## src/rtl/line_edit_pkg.sv

```systemverilog
// Shared types and constants for the line-editing controller.
package line_edit_pkg;

  typedef enum logic [1:0] {
    EDIT = 2'd0,
    SEND = 2'd1,
    TERM = 2'd2
  } le_state_t;

  localparam logic [7:0] LE_CR = 8'h0D;

  // Winner of the per-cycle event priority encoder.
  typedef enum logic [2:0] {
    EV_NONE   = 3'd0,
    EV_ENTER  = 3'd1,
    EV_DELETE = 3'd2,
    EV_BKSP   = 3'd3,
    EV_LEFT   = 3'd4,
    EV_RIGHT  = 3'd5,
    EV_CHAR   = 3'd6
  } le_ev_t;

  // Number of event strobes raised in one cycle.
  function automatic logic [2:0] ev_count(input logic [5:0] ev);
    logic [2:0] n;
    n = '0;
    for (int i = 0; i < 6; i++) n = n + {2'b00, ev[i]};
    return n;
  endfunction

endpackage

```

## src/rtl/line_edit_if.sv

```systemverilog
// Byte-stream valid/ready handshake from the line editor to its consumer.
interface line_edit_if;
  logic [7:0] out_data;
  logic       out_valid;
  logic       out_ready;

  modport master (output out_data, output out_valid, input out_ready);
  modport slave  (input out_data, input out_valid, output out_ready);
endinterface

```

## src/rtl/line_edit_buf.sv

```systemverilog
// Line buffer: DEPTH bytes with insert-at (shift up), remove-at (shift down)
// and a combinational read port. Data storage is not reset.
module line_edit_buf #(
  parameter int DEPTH = 16,
  parameter int PW    = $clog2(DEPTH + 1)
) (
  input  logic          clk,
  input  logic          i_ins,
  input  logic          i_rm,
  input  logic [PW-1:0] i_pos,
  input  logic [7:0]    i_din,
  input  logic [PW-1:0] i_rd_idx,
  output logic [7:0]    o_rd_data
);

  logic [DEPTH*8-1:0] r_mem;
  logic [DEPTH*8-1:0] w_up;
  logic [DEPTH*8-1:0] w_dn;

  // Neighbour views: byte i of w_up is byte i-1, byte i of w_dn is byte i+1.
  assign w_up = {r_mem[DEPTH*8-9:0], 8'h00};
  assign w_dn = {8'h00, r_mem[DEPTH*8-1:8]};

  // Insert opens a gap at i_pos; remove closes the gap at i_pos.
  always_ff @(posedge clk) begin
    for (int i = 0; i < DEPTH; i++) begin
      if (i_ins) begin
        if (PW'(i) == i_pos)     r_mem[i*8 +: 8] <= i_din;
        else if (PW'(i) > i_pos) r_mem[i*8 +: 8] <= w_up[i*8 +: 8];
      end else if (i_rm && (PW'(i) >= i_pos)) begin
        r_mem[i*8 +: 8] <= w_dn[i*8 +: 8];
      end
    end
  end

  // Read mux for the streaming index.
  always_comb begin
    o_rd_data = 8'h00;
    for (int i = 0; i < DEPTH; i++)
      if (PW'(i) == i_rd_idx) o_rd_data = r_mem[i*8 +: 8];
  end

endmodule

```

## src/rtl/line_edit_ctrl.sv

```systemverilog
// Line-editing controller: edits a line buffer from decoded key events and
// streams the finished line plus CR over a valid/ready handshake on Enter.
module line_edit_ctrl
  import line_edit_pkg::*;
#(
  parameter int DEPTH = 16,
  parameter int PW    = $clog2(DEPTH + 1)
) (
  input  logic          clk,
  input  logic          Reset,
  input  logic          char_valid,
  input  logic [7:0]    char_in,
  input  logic          left_cursor,
  input  logic          right_cursor,
  input  logic          Backspace,
  input  logic          Delete,
  input  logic          Enter,
  line_edit_if.master   bus,
  output logic [PW-1:0] cursor_pos,
  output logic [PW-1:0] line_len,
  output logic          busy,
  output logic          overflow,
  output logic          dropped
);

  le_state_t     r_state, w_state_n;
  logic [PW-1:0] r_len, w_len_n;
  logic [PW-1:0] r_cur, w_cur_n;
  logic [PW-1:0] r_idx, w_idx_n;
  logic [PW-1:0] w_pos;
  logic          r_ovf, w_ovf_n;
  logic          r_drop, w_drop_n;
  logic          w_ins, w_rm, w_hs;
  le_ev_t        w_sel;
  logic [2:0]    w_nev;
  logic [7:0]    w_rd_data;

  line_edit_buf #(.DEPTH(DEPTH), .PW(PW)) u_buf (
    .clk       (clk),
    .i_ins     (w_ins),
    .i_rm      (w_rm),
    .i_pos     (w_pos),
    .i_din     (char_in),
    .i_rd_idx  (r_idx),
    .o_rd_data (w_rd_data)
  );

  // Outputs depend on registered state only, never on out_ready.
  assign bus.out_valid = (r_state != EDIT);
  assign bus.out_data  = (r_state == TERM) ? LE_CR :
                         (r_state == SEND) ? w_rd_data : 8'h00;
  assign w_hs          = (r_state != EDIT) && bus.out_ready;
  assign busy          = (r_state != EDIT);
  assign cursor_pos    = r_cur;
  assign line_len      = r_len;
  assign overflow      = r_ovf;
  assign dropped       = r_drop;

  // Priority encoder: Enter > Delete > Backspace > left > right > char.
  always_comb begin
    w_nev = ev_count({Enter, Delete, Backspace, left_cursor, right_cursor, char_valid});
    if (Enter)             w_sel = EV_ENTER;
    else if (Delete)       w_sel = EV_DELETE;
    else if (Backspace)    w_sel = EV_BKSP;
    else if (left_cursor)  w_sel = EV_LEFT;
    else if (right_cursor) w_sel = EV_RIGHT;
    else if (char_valid)   w_sel = EV_CHAR;
    else                   w_sel = EV_NONE;
  end

  // Control registers; asynchronous reset returns to an empty idle line.
  always_ff @(posedge clk or posedge Reset) begin
    if (Reset) begin
      r_state <= EDIT;
      r_len   <= '0;
      r_cur   <= '0;
      r_idx   <= '0;
      r_ovf   <= 1'b0;
      r_drop  <= 1'b0;
    end else begin
      r_state <= w_state_n;
      r_len   <= w_len_n;
      r_cur   <= w_cur_n;
      r_idx   <= w_idx_n;
      r_ovf   <= w_ovf_n;
      r_drop  <= w_drop_n;
    end
  end

  // Next-state, edit commands and status pulses.
  always_comb begin
    w_state_n = r_state;
    w_len_n   = r_len;
    w_cur_n   = r_cur;
    w_idx_n   = r_idx;
    w_pos     = r_cur;
    w_ins     = 1'b0;
    w_rm      = 1'b0;
    w_ovf_n   = 1'b0;
    w_drop_n  = 1'b0;
    case (r_state)
      EDIT: begin
        w_drop_n = (w_nev > 3'd1);
        case (w_sel)
          EV_ENTER: begin
            w_idx_n   = '0;
            w_state_n = (r_len == '0) ? TERM : SEND;
          end
          EV_DELETE: if (r_cur < r_len) begin
            w_rm    = 1'b1;
            w_len_n = r_len - PW'(1);
          end
          EV_BKSP: if (r_cur != '0) begin
            w_rm    = 1'b1;
            w_pos   = r_cur - PW'(1);
            w_len_n = r_len - PW'(1);
            w_cur_n = r_cur - PW'(1);
          end
          EV_LEFT:  if (r_cur != '0)   w_cur_n = r_cur - PW'(1);
          EV_RIGHT: if (r_cur < r_len) w_cur_n = r_cur + PW'(1);
          EV_CHAR: begin
            if (r_len == PW'(DEPTH)) begin
              w_ovf_n = 1'b1;
            end else begin
              w_ins   = 1'b1;
              w_len_n = r_len + PW'(1);
              w_cur_n = r_cur + PW'(1);
            end
          end
          default: ;
        endcase
      end
      SEND: begin
        w_drop_n = (w_nev != 3'd0);
        if (w_hs) begin
          if (r_idx == r_len - PW'(1)) w_state_n = TERM;
          else                         w_idx_n   = r_idx + PW'(1);
        end
      end
      TERM: begin
        w_drop_n = (w_nev != 3'd0);
        if (w_hs) begin
          w_len_n   = '0;
          w_cur_n   = '0;
          w_state_n = EDIT;
        end
      end
      default: w_state_n = EDIT;
    endcase
  end

endmodule

```

## src/flat_wrapper.sv

```systemverilog
// flat-port wrapper written by rule: the top's interface ports become plain ports
module line_edit_ctrl_flat import line_edit_pkg::*;
#(
  parameter int DEPTH = 16,
  parameter int PW    = $clog2(DEPTH + 1)
)
  (clk, Reset, char_valid, char_in, left_cursor, right_cursor, Backspace, Delete, Enter, cursor_pos, line_len, busy, overflow, dropped, bus_out_data, bus_out_valid, bus_out_ready);
  line_edit_if bus_i ();
  input  logic clk;
  input  logic Reset;
  input  logic char_valid;
  input  logic [7:0] char_in;
  input  logic left_cursor;
  input  logic right_cursor;
  input  logic Backspace;
  input  logic Delete;
  input  logic Enter;
  output logic [PW-1:0] cursor_pos;
  output logic [PW-1:0] line_len;
  output logic busy;
  output logic overflow;
  output logic dropped;
  output wire logic [$bits(bus_i.out_data)-1:0] bus_out_data;
  output wire logic [$bits(bus_i.out_valid)-1:0] bus_out_valid;
  input wire logic [$bits(bus_i.out_ready)-1:0] bus_out_ready;
  assign bus_out_data = bus_i.out_data;
  assign bus_out_valid = bus_i.out_valid;
  assign bus_i.out_ready = bus_out_ready;
  line_edit_ctrl #(.DEPTH(DEPTH), .PW(PW)) u_core (.clk(clk), .Reset(Reset), .char_valid(char_valid), .char_in(char_in), .left_cursor(left_cursor), .right_cursor(right_cursor), .Backspace(Backspace), .Delete(Delete), .Enter(Enter), .bus(bus_i), .cursor_pos(cursor_pos), .line_len(line_len), .busy(busy), .overflow(overflow), .dropped(dropped));
endmodule
```

## config.mk

```make
export PLATFORM = sky130hd
export DESIGN_NAME = line_edit_ctrl_flat
export DESIGN_NICKNAME = d
export VERILOG_FILES = /design/src/rtl/line_edit_pkg.sv /design/src/rtl/line_edit_if.sv /design/src/rtl/line_edit_buf.sv /design/src/rtl/line_edit_ctrl.sv /design/src/flat_wrapper.sv
export SDC_FILE = /design/constraint.sdc
export NUM_CORES = 1
export LEC_CHECK = 0
export BUFFER_PORTS_ARGS = -buffer_cell sky130_fd_sc_hd__buf_2
export CAP_MARGIN = 20
export CORE_MARGIN = 2
export CORE_UTILIZATION = 34
export CTS_CLUSTER_SIZE = 10
export DETAILED_ROUTE_END_ITERATION = 16
export GPL_TIMING_DRIVEN = 0
export PLACE_DENSITY = 0.52
export SETUP_SLACK_MARGIN = 0.3
export SYNTH_ARGS = -nofsm -noshare
export SYNTH_HDL_FRONTEND = slang
export SYNTH_SLANG_ARGS = --single-unit
```

## constraint.sdc

```tcl
create_clock -name clk -period 7.4 [get_ports clk]
set_clock_uncertainty 0.15 [all_clocks]
set_input_delay 0.74 -clock clk [delete_from_list [all_inputs] [get_ports clk]]
set_output_delay 0.74 -clock clk [all_outputs]
set_load 0.03 [all_outputs]
```

==> results.md <==
Outcome:
- The flow ran to the end, and the final reports show no timing, DRC or antenna violations.

Global routing:
- The number of antenna violations at the first check in global routing is 0.
- The pin count of the biggest net entering global routing is 20.
- The first-pass GRT wire length is 63,900 um.
- The via count of the first global-routing pass is 9,884.
- The global-route congestion overflow total is 0.
- Across every metal layer, demand over resource in global routing totals 0.274.

Clocking:
- TritonCTS created 17 clock buffers.
- TritonCTS built the clock tree.
- The maximum clock insertion buffer count is 2.
- Once the clock tree was built, the resizer swapped 0 gates to a different size.
- The number of hold buffers added after CTS is 0.
- The post-CTS clock slew at the launch and capture registers of the worst setup and hold paths is 60 ps.
- Buffers added to address setup during post-CTS repair amount to 0.
- The cell chosen for the clock root is sky130_fd_sc_hd__clkbuf_16.
- The insertion delay to the later sink of the worst-skew pair is 450 ps.
- The clock drives 147 sinks.
- The number of levels in the clock H-tree is 4.

Synth:
- The mean instance size in the synthesized netlist is 9.15 um2.
- The number of nets produced by synthesis is 1,183.
- The synthesized netlist cell count is 1,143.
- Sorting the synthesized cells by how often they occur yields sky130_fd_sc_hd__nand2_1, sky130_fd_sc_hd__edfxtp_1, sky130_fd_sc_hd__nand3_1.
- The number of distinct library cells after synthesis is 81.
- The cell area after synthesis is 10,500 um2.
- Yosys attributes the largest share of cell area to sky130_fd_sc_hd__edfxtp_1, sky130_fd_sc_hd__o211ai_1, sky130_fd_sc_hd__nand2_1.
- Synthesis inferred 147 register bits.
- The top-area cell type share of the netlist area is 0.368.
- Of all cell types, the one taking the most synthesized area is sky130_fd_sc_hd__edfxtp_1.
- For this run, asynchronously set or reset flops after synthesis account for 0.129.
- During synthesis, Yosys emitted a total of 0 warnings.
- The leading cell type by number of instances after synthesis is sky130_fd_sc_hd__nand2_1.
- The number of enable-type register cells in the synthesized netlist is 128.
- The fraction of the yosys area taken by sequential cells is 0.413.
- The leading register cell type out of synthesis is sky130_fd_sc_hd__edfxtp_1.

Power and ir drop:
- For this design the static power due to leakage is 4.17 nW.
- Power comes to 4.23 mW.
- Summed over all nets, the switching power comes to 1.93 mW.
- Of the total power, the share spent switching nets is 0.456.
- The total internal power is 2.30 mW.
- Of the total power, combinational logic draws 0.464.
- Of the total power, registers draw 0.312.
- The power per cell area is 359 nW/um2.
- Of the total power, the clock network draws 0.224.
- The worst vdd rail ir drop is 0.192 mV.

Place:
- Detailed placement ended at an HPWL of 32,300 um.
- The total of buffers placed on input and output ports is 36.
- The minimum setup slack after placement is 2650 ps.
- The final estimated routing congestion in global placement is 0.971.

Worst setup path:
- For flop-to-flop paths, the worst setup slack is 2650 ps.
- The path depth of the worst reg2reg path is 10.
- The type of destination of the critical path is an output port.
- Data on the critical path is required at its endpoint by 6510 ps.
- The endpoint of the worst register-to-register path is u_core.u_buf.r_mem[70].
- Data on the critical path arrives at its endpoint at 4260 ps.
- STA classifies the critical path startpoint as a flop.
- In this run the critical register-to-register path is launched from u_core.cursor_pos[0].
- The setup path with the least slack is of type flop to output port.
- The maximum fanout along the worst path is 10.

Die:
- The full die area is 32,200 um2.
- The horizontal die dimension is 179 um.
- The die is 179 um tall.
- The standard cell core area is 30,400 um2.
- The standard-cell row count is 64.
- The count of pins on the block boundary is 39.
- The initial utilization of the core area, before any placement, comes to 0.344.

STA:
- The final hold violation count is 0.
- For the final routed database, the setup TNS stands at 0 ps.
- The max-slew violation count is 0.
- Setup repair after global routing left no endpoint under its margin.
- The maximum frequency from static timing analysis is 194 MHz.
- Setup violations remaining at the end of the flow were counted as 0.
- After layout, the worst setup slack is 2250 ps.
- The final hold slack is 307 ps.
- The transition time of the tightest slew-check pin is 1080 ps.
- The routed design could run at a clock period as short as 5150 ps.
- The relative slew slack is 0.279.
- The part of the cycle the worst path needs is 0.696.

Detailed routing:
- The total wire length after detailed routing is 43,300 um.
- In the routed layout, each cell is associated on average with a via count of 6.27.
- Dividing the detail-routed wire length by the instance count gives 26.9 um.
- The first TritonRoute pass finished after 6 iterations.
- In this run the remaining antenna-violating nets after routing total 0.
- The final routed DRC violation total is 0.
- For this block, the via count after detailed routing is 10,100.
- The first-iteration detailed-routing DRC count is 1,426.

Layout:
- The share of final-layout standard cells stronger than drive strength 1 is 0.121.
- At the end of the flow the core is filled with cells to 0.387.
- Compared with the post-synthesis result, the final layout area differs by 12.6%.
- The net count of the finished layout is 1,242.
- The antenna diode instance count is 0.

Hold path:
- The min-delay analysis places its worst path in the category primary input to async pin.

Run:
- Across the run, the number of max-cap violations was 0.
==> state kept, by name, indices dropped and copies added, names as in the netlist <==
name,cells
u_core.line_len,5
u_core.r_state,2
u_core.r_idx,5
u_core.cursor_pos,5
u_core.u_buf.r_mem,128
u_core.overflow,1
u_core.dropped,1
==> worst max-delay path by stage <==
stage / from / endpoint / slack [ps] / cells past startpoint
2_1_floorplan: u_core.r_idx[0] / bus_out_data[1] / 3380 / 9
3_3_place_gp: u_core.cursor_pos[0] / u_core.u_buf.r_mem[66] / 2750 / 10
3_5_place_dp: u_core.cursor_pos[0] / u_core.u_buf.r_mem[68] / 2650 / 10
4_1_cts: u_core.r_idx[0] / bus_out_data[7] / 2400 / 13
5_1_grt: u_core.r_idx[0] / bus_out_data[7] / 2170 / 13
6_report: u_core.r_idx[0] / bus_out_data[2] / 2250 / 11
==> metrics by stage <==
| step | std cells | area [um2] |
|---|---|---|
| global route | 1611 | 11800 |
| global placement | 1575 | 11100 |
| CTS | 1611 | 11800 |
| floorplan | 1143 | 10500 |
| detailed placement | 1579 | 11200 |
| finish | 1611 | 11800 |
==> logic make-up (layout without fill, tap and decap cells) <==
family	count (synthesis)	after routing	share of synthesized area
AND/OR/NAND/NOR	467	467	0.225
XOR/XNOR	11	11	0.00921
multiplexers	34	34	0.0379
AO/OA/AOI/OAI	330	330	0.232
buffers and inverters	131	203	0.0530
adder cells (fa/ha/maj)	23	23	0.0297
flip-flops	147	147	0.413
==> layer usage <==
| layer | track usage | routed length [um] |
|---|---|---|
| met5 | 0 | 0 |
| met4 | 0.118 | 1660 |
| met3 | 0.0557 | 3730 |
| met2 | 0.428 | 19600 |
| met1 | 0.368 | 18300 |
==> power groups by stage <==
stage | clock, mW | combinational, mW | sequential [mW]
detailed placement | 0 | 1.91 | 1.33
finish | 0.946 | 1.96 | 1.32
global placement | 0 | 1.90 | 1.33
floorplan | 0 | 1.29 | 1.29
global route | 0.982 | 2.11 | 1.33
CTS | 0.952 | 1.92 | 1.31
==> final cells by class <==
cell class              instances  area [um2]
plain buffers                  95         419
clock buffers                  23         488
clock inverters                 9         129
fillers                      3132       18700
inverters                      36         135
multi-input cells             865        5580
flip-flops and latches        147        4320
well taps                     396         495
repair buffers                 40         205
==> layout by cell type (no fill, tap or decap), types with 5 or more instances in the layout <==
| master | netlist | final |
|---|---|---|
| sky130_fd_sc_hd__o211ai_1 | 94 | 94 |
| sky130_fd_sc_hd__clkbuf_16 | 0 | 17 |
| sky130_fd_sc_hd__nand3_2 | 6 | 6 |
| sky130_fd_sc_hd__o31ai_1 | 6 | 6 |
| sky130_fd_sc_hd__edfxtp_1 | 128 | 128 |
| sky130_fd_sc_hd__o22ai_1 | 5 | 5 |
| sky130_fd_sc_hd__nor3_1 | 19 | 19 |
| sky130_fd_sc_hd__o211ai_2 | 20 | 20 |
| sky130_fd_sc_hd__nand2b_1 | 15 | 15 |
| sky130_fd_sc_hd__nand3b_1 | 7 | 7 |
| sky130_fd_sc_hd__xor2_1 | 5 | 5 |
| sky130_fd_sc_hd__clkbuf_1 | 63 | 65 |
| sky130_fd_sc_hd__o2111ai_1 | 6 | 6 |
| sky130_fd_sc_hd__inv_1 | 35 | 35 |
| sky130_fd_sc_hd__mux2i_1 | 25 | 25 |
| sky130_fd_sc_hd__o21ai_0 | 55 | 55 |
| sky130_fd_sc_hd__a21oi_1 | 56 | 56 |
| sky130_fd_sc_hd__a211oi_1 | 10 | 10 |
| sky130_fd_sc_hd__ha_1 | 20 | 20 |
| sky130_fd_sc_hd__mux2_2 | 5 | 5 |
| sky130_fd_sc_hd__nor2b_1 | 9 | 9 |
| sky130_fd_sc_hd__buf_4 | 4 | 6 |
| sky130_fd_sc_hd__buf_2 | 14 | 52 |
| sky130_fd_sc_hd__nand4_1 | 6 | 6 |
| sky130_fd_sc_hd__nor4bb_1 | 7 | 7 |
| sky130_fd_sc_hd__nor2_1 | 59 | 59 |
| sky130_fd_sc_hd__buf_1 | 10 | 10 |
| sky130_fd_sc_hd__xnor2_1 | 6 | 6 |
| sky130_fd_sc_hd__or3_1 | 7 | 7 |
| sky130_fd_sc_hd__nand2_1 | 181 | 181 |
| sky130_fd_sc_hd__o221ai_1 | 14 | 14 |
| sky130_fd_sc_hd__a221oi_1 | 13 | 13 |
| sky130_fd_sc_hd__dfrtp_1 | 19 | 19 |
| sky130_fd_sc_hd__nand3_1 | 117 | 117 |
| sky130_fd_sc_hd__a22oi_1 | 5 | 5 |
==> critical path, cell delays in order (launching register included) <==
cell                       delay (ps)
sky130_fd_sc_hd__dfrtp_1          520
sky130_fd_sc_hd__ha_1             440
sky130_fd_sc_hd__clkbuf_1         460
sky130_fd_sc_hd__buf_1            540
sky130_fd_sc_hd__and3_1           240
sky130_fd_sc_hd__ha_1             250
sky130_fd_sc_hd__clkbuf_1         350
sky130_fd_sc_hd__o21ai_0          160
sky130_fd_sc_hd__a21oi_1          330
sky130_fd_sc_hd__o21ai_0          160
sky130_fd_sc_hd__a21o_1           190
sky130_fd_sc_hd__buf_2            170
No activity file was read; power rests on OpenSTA's default activity.
